File: config.mk
export PLATFORM = sky130hd
export DESIGN_NAME = tlp_tx_arbiter
export DESIGN_NICKNAME = d
export VERILOG_FILES = /design/src/rtl/tlp_xcvr_pkg.sv /design/src/rtl/rr_pick.sv /design/src/rtl/tlp_tx_arbiter.sv
export SDC_FILE = /design/constraint.sdc
export NUM_CORES = 1
export LEC_CHECK = 0
export ABC_CLOCK_PERIOD_IN_PS = 2400
export CAP_MARGIN = 25
export CORE_MARGIN = 8
export CORE_UTILIZATION = 27
export DETAILED_ROUTE_END_ITERATION = 10
export PLACE_DENSITY = 0.86
export SLEW_MARGIN = 20
export SYNTH_ARGS = -nofsm -noshare
export SYNTH_HDL_FRONTEND = slang
export SYNTH_HIERARCHICAL = 1
export SYNTH_SLANG_ARGS = --single-unit
File: constraint.sdc
create_clock -name pcieClk_in -period 2.4 [get_ports pcieClk_in]
set_input_delay 0.36 -clock pcieClk_in [delete_from_list [all_inputs] [get_ports pcieClk_in]]
set_output_delay 0.36 -clock pcieClk_in [all_outputs]
set_load 0.02 [all_outputs]
File: src/rtl/tlp_xcvr_pkg.sv
// Shared types for the PCIe TLP transmit path.
// Source indices, arbiter states and the 64-bit beat type.
package tlp_xcvr_pkg;

   localparam int DEF_NUM_SRC = 3;
   localparam int SRC_CPL     = 0;

   typedef logic [63:0] uint64;
   typedef logic [$clog2(DEF_NUM_SRC)-1:0] SrcIndex;

   typedef enum logic {
      S_IDLE,
      S_BUSY
   } ArbState;

endpackage

File: src/rtl/rr_pick.sv
// Cyclic priority encoder: first set bit of req at or after start,
// wrapping around; found is low when req is empty.
module rr_pick #(
   parameter int N = 3,
   parameter int W = (N > 1) ? $clog2(N) : 1
) (
   input  logic [N-1:0] req,
   input  logic [W-1:0] start,
   output logic [W-1:0] idx,
   output logic         found
);

   int j;

   // Walk from the far end back so the nearest hit is written last.
   always_comb begin
      idx   = '0;
      found = 1'b0;
      j     = 0;
      for (int k = N - 1; k >= 0; k--) begin
         j = (int'(start) + k) % N;
         if (req[j]) begin
            idx   = W'(j);
            found = 1'b1;
         end
      end
   end

endmodule

File: src/rtl/tlp_tx_arbiter.sv
// Packet-atomic arbiter for the shared PCIe TX stream: source 0 has
// priority (bounded by a streak guard), the rest are round-robin.
module tlp_tx_arbiter
   import tlp_xcvr_pkg::*;
#(
   parameter int NUM_SRC        = 3,
   parameter int CPL_STREAK_MAX = 4
) (
   input  logic                       pcieClk_in,
   input  logic                       reset_in,
   input  logic [NUM_SRC*64-1:0]      srcData_in,
   input  logic [NUM_SRC-1:0]         srcValid_in,
   output logic [NUM_SRC-1:0]         srcReady_out,
   input  logic [NUM_SRC-1:0]         srcSOP_in,
   input  logic [NUM_SRC-1:0]         srcEOP_in,
   output logic [63:0]                txData_out,
   output logic                       txValid_out,
   input  logic                       txReady_in,
   output logic                       txSOP_out,
   output logic                       txEOP_out,
   output logic [$clog2(NUM_SRC)-1:0] grant_out,
   output logic                       busy_out,
   output logic                       protoErr_out
);

   localparam int W = $clog2(NUM_SRC);
   localparam logic [W-1:0] LAST = W'(NUM_SRC - 1);
   localparam logic [W-1:0] CPL  = W'(SRC_CPL);
   localparam logic [3:0]   SMAX = 4'(CPL_STREAK_MAX);

   ArbState state, stateNext;
   logic [W-1:0] grant, grantNext;
   logic [W-1:0] rrPtr, rrPtrNext;
   logic [W-1:0] rrIdx;
   logic [3:0] streak, streakNext;
   logic protoErr, protoErrNext;
   logic firstBeat, firstBeatNext;
   logic sawOther, sawOtherNext;
   logic rrFound;

   logic [NUM_SRC-1:0] req;
   logic [NUM_SRC-1:0] rrReq;
   logic otherReq, noSop, pick0;
   logic hs, eopHs;
   uint64 beat;

   assign req      = srcValid_in & srcSOP_in;
   assign rrReq    = {req[NUM_SRC-1:1], 1'b0};
   assign otherReq = |rrReq;
   assign noSop    = |(srcValid_in & ~srcSOP_in);
   assign pick0    = req[SRC_CPL] & ((streak < SMAX) | ~otherReq);

   rr_pick #(.N(NUM_SRC), .W(W)) uPick (
      .req   (rrReq),
      .start (rrPtr),
      .idx   (rrIdx),
      .found (rrFound)
   );

   assign beat = srcData_in[int'(grant)*64 +: 64];

   always_comb begin
      txData_out   = '0;
      txValid_out  = 1'b0;
      txSOP_out    = 1'b0;
      txEOP_out    = 1'b0;
      srcReady_out = '0;
      if (state == S_BUSY) begin
         txData_out          = beat;
         txValid_out         = srcValid_in[grant];
         txSOP_out           = srcSOP_in[grant];
         txEOP_out           = srcEOP_in[grant];
         srcReady_out[grant] = txReady_in;
      end
   end

   assign hs           = txValid_out & txReady_in;
   assign eopHs        = hs & txEOP_out;
   assign grant_out    = grant;
   assign busy_out     = (state == S_BUSY);
   assign protoErr_out = protoErr;

   always_comb begin
      stateNext     = state;
      grantNext     = grant;
      rrPtrNext     = rrPtr;
      streakNext    = streak;
      protoErrNext  = protoErr;
      firstBeatNext = firstBeat;
      sawOtherNext  = sawOther;
      unique case (state)
         S_IDLE: begin
            if (noSop) protoErrNext = 1'b1;
            if (pick0 || rrFound) begin
               stateNext     = S_BUSY;
               grantNext     = pick0 ? CPL : rrIdx;
               firstBeatNext = 1'b1;
               sawOtherNext  = otherReq;
            end
         end
         S_BUSY: begin
            sawOtherNext = sawOther | otherReq;
            if (hs) begin
               firstBeatNext = 1'b0;
               if (txSOP_out && !firstBeat) protoErrNext = 1'b1;
            end
            if (eopHs) begin
               stateNext = S_IDLE;
               if (grant == CPL) begin
                  if (sawOther | otherReq)
                     streakNext = (streak < SMAX) ? streak + 4'd1 : streak;
                  else
                     streakNext = '0;
               end else begin
                  streakNext = '0;
                  rrPtrNext  = (grant == LAST) ? W'(1) : grant + 1'b1;
               end
            end
         end
         default: stateNext = S_IDLE;
      endcase
   end

   always_ff @(posedge pcieClk_in) begin
      if (reset_in) begin
         state     <= S_IDLE;
         grant     <= '0;
         rrPtr     <= W'(1);
         streak    <= '0;
         protoErr  <= 1'b0;
         firstBeat <= 1'b0;
         sawOther  <= 1'b0;
      end else begin
         state     <= stateNext;
         grant     <= grantNext;
         rrPtr     <= rrPtrNext;
         streak    <= streakNext;
         protoErr  <= protoErrNext;
         firstBeat <= firstBeatNext;
         sawOther  <= sawOtherNext;
      end
   end

endmodule
==> results.json <==
{
  "cp-start-kind": "flip-flop",
  "initialDrtViolationCount": 288,
  "grt_antenna_before_repair": 0,
  "cp_slowest_stage_delay_ns": 0.53,
  "wl_per_cell_um": 17.57,
  "placed_cell_area_um2": 5560,
  "syn_to_final_growth_pct": 112.5,
  "postCtsSetupBuffers": 0,
  "slew_viol_final": 0,
  "drv_cap": 0,
  "start_util": 0.2732,
  "synth_ff_type": "dfxtp_1",
  "endpoint_kind": "output pin",
  "num-nets-final": 872,
  "die_x_um": 114.5,
  "power_density_nw_per_um2": 241.7,
  "root_buffer": "clkbuf_8",
  "grt_max_degree": 51,
  "postRouteAntennaNets": 0,
  "htree_levels": 1,
  "timing.final.crit_share": 0.9999,
  "holdCritPathClass": "reg2reg",
  "port_buffers": 277,
  "min_path_cells": 2,
  "syn_inst": 400,
  "vias": 3844,
  "hold_viol_final": 0,
  "yosysMostFrequentCell": "nand2_1",
  "grt.total_usage": 0.1978,
  "synth.yosys.seq_area_share": 0.09165,
  "report.final.setup_viol": 0,
  "grt_overflow": 0,
  "ff2ff_path_depth": 8,
  "period_minus_slack_ns": 2.400,
  "clk_path_buf_depth": 2,
  "synth_top_area_frac": 0.2597,
  "ys_types": 48,
  "grt_pass1_wl_mm": 20.81,
  "postSynth.asyncResetShare": 0,
  "crit_slowest_cell": "clkdlybuf4s50_1",
  "worst_ep_arrival_time_ns": 2.04,
  "yosys-top-cells-area": "mux2i_1, and2_1, o21ai_0",
  "clk_latency_ns": 0.25,
  "rsz0062_at_grt": "yes",
  "crit_chain": "buf_12, mux2i_1, o21ai_0, and2_1, clkdlybuf4s50_1",
  "dieHeight_um": 114.5,
  "yosys_register_bits": 12,
  "yosysWarningCount": 6,
  "cts_hold_repair.buffers": 0,
  "design_area_um2": 5570,
  "post-dp-hpwl_mm": 11.71,
  "core_um2": 9594,
  "required_ns": 2.04,
  "postRouteWirelength_mm": 13.99,
  "cts_tree": "yes",
  "max_freq_ghz": 0.4167,
  "clkTransAtPathRegs_ns": 0.05,
  "num_rows": 36,
  "crit_path_max_fanout": 38,
  "synth_edf_count": 0,
  "ir_drop_mv": 0.1485,
  "worst-setup-path-type": "reg2out",
  "synthTopCellsByCount": "nand2_1, and2_1, mux2i_1",
  "status": "complete, no violations",
  "io_pins": 278,
  "diodes": 0,
  "place.gp.congestion": 0.9024,
  "yosys.area.top_type": "mux2i_1",
  "drc": 0,
  "syn-cell-area_um2": 2621,
  "fin_skew_ns": 0.004328,
  "avgSynthCellArea_um2": 6.553,
  "fin_tns_setup_ns": 0,
  "fillers": 887,
  "cts.sinks": 12,
  "vias_per_cell": 4.829,
  "grt_pass1_vias": 3902,
  "cts_buffers": 3,
  "drive_above_1_share": 0.03771,
  "drt-pass1-iter-count": 4,
  "die-area_um2": 13120,
  "p_leak_nw": 2.249
}
-- layout by cell type, fill, tap and decap left out, types with 6 or more instances in the layout --
cell type        instances
o21ai_0                 65
dlymetal6s2s_1           6
dfxtp_1                  9
buf_4                    8
clkdlybuf4s50_1        213
and2_1                  68
nand2_1                 69
inv_1                    9
dlygate4sd2_1           58
a21oi_1                  7
nor2_1                  13
mux2i_1                 68
-- registers in the layout, summed over array words and instances (netlist names) --
name          cells
busy_out          1
firstBeat         1
grant_out         2
protoErr_out      1
rrPtr             2
sawOther          1
streak            4
-- path summary, 6_finish.rpt --
kind,start,end,slack (ns)
max,grant_out[0],txData_out[13],0.0002
min,firstBeat,firstBeat,0.46
max reg2reg,rrPtr[0],sawOther,0.19
min reg2reg,firstBeat,firstBeat,0.46
-- worst max-delay path: cells and delay by family, from the launching register on --
| family | cells | cell delay (ns) |
|---|---|---|
| buf+inv | 2 | 0.80 |
| compound gates | 1 | 0.11 |
| mux | 1 | 0.32 |
| simple gates | 1 | 0.17 |
| flops | 1 | 0.37 |
-- power by group --
part           total [mW]  internal, mW  switching, mW  leakage [nW]
Clock               0.194         0.117         0.0772        0.0228
Combinational       0.937         0.542          0.396          2.13
Sequential          0.215         0.208        0.00671        0.0994
-- area by class of cell --
class / instances / area, um2 / area share
inverter: 10 / 37.54 / 0.006739
multi-input combinational: 348 / 2220 / 0.3985
tap: 133 / 166.4 / 0.02987
timing repair buffer: 289 / 2855 / 0.5126
clock buffer: 4 / 45.04 / 0.008086
sequential: 12 / 246.5 / 0.04425
-- stage by stage --
stage	setup WS (ns)	power [mW]	instances	utilization	hold WS (ns)
6_report	0.0001685	1.347	796	0.5806	0.4633
5_1_grt	-0.06871	1.442	796	0.5806	0.4909
4_1_cts	-0.01102	1.359	796	0.5775	0.4651
3_5_place_dp	0.06926	1.216	792	0.5796	0.4570
3_3_place_gp	0.1216	1.200	792	0.5796	0.4463
2_1_floorplan	0.1498	0.6103	404	-	0.4330
-- metal layers --
metal,GRT usage,routed length [um],vias to the layer above
met5,0,0,-
met4,0.06832,340,0
met3,0.06804,1526,23
met2,0.3559,6887,216
met1,0.2089,5233,1707
li1,-,-,1898
-- what timing repair did --
action / in CTS / in global routing
setup endpoints to repair: 55 / 9
gates cloned: 0 / 0
resized for setup: 60 / 12
-- cell families (layout without fill, tap and decap cells) --
group / Yosys count / in the layout / share of synthesized area
AOI/OAI and AO/OA: 96 / 96 / 0.2148
adders and majority gates: 4 / 4 / 0.01909
buffers and inverters: 44 / 303 / 0.07160
DFF: 12 / 12 / 0.09165
muxes: 68 / 68 / 0.2597
other: 1 / 5 / 0.001431
and+or+nand+nor: 175 / 175 / 0.3418
Power figures use the tool's default switching activity.
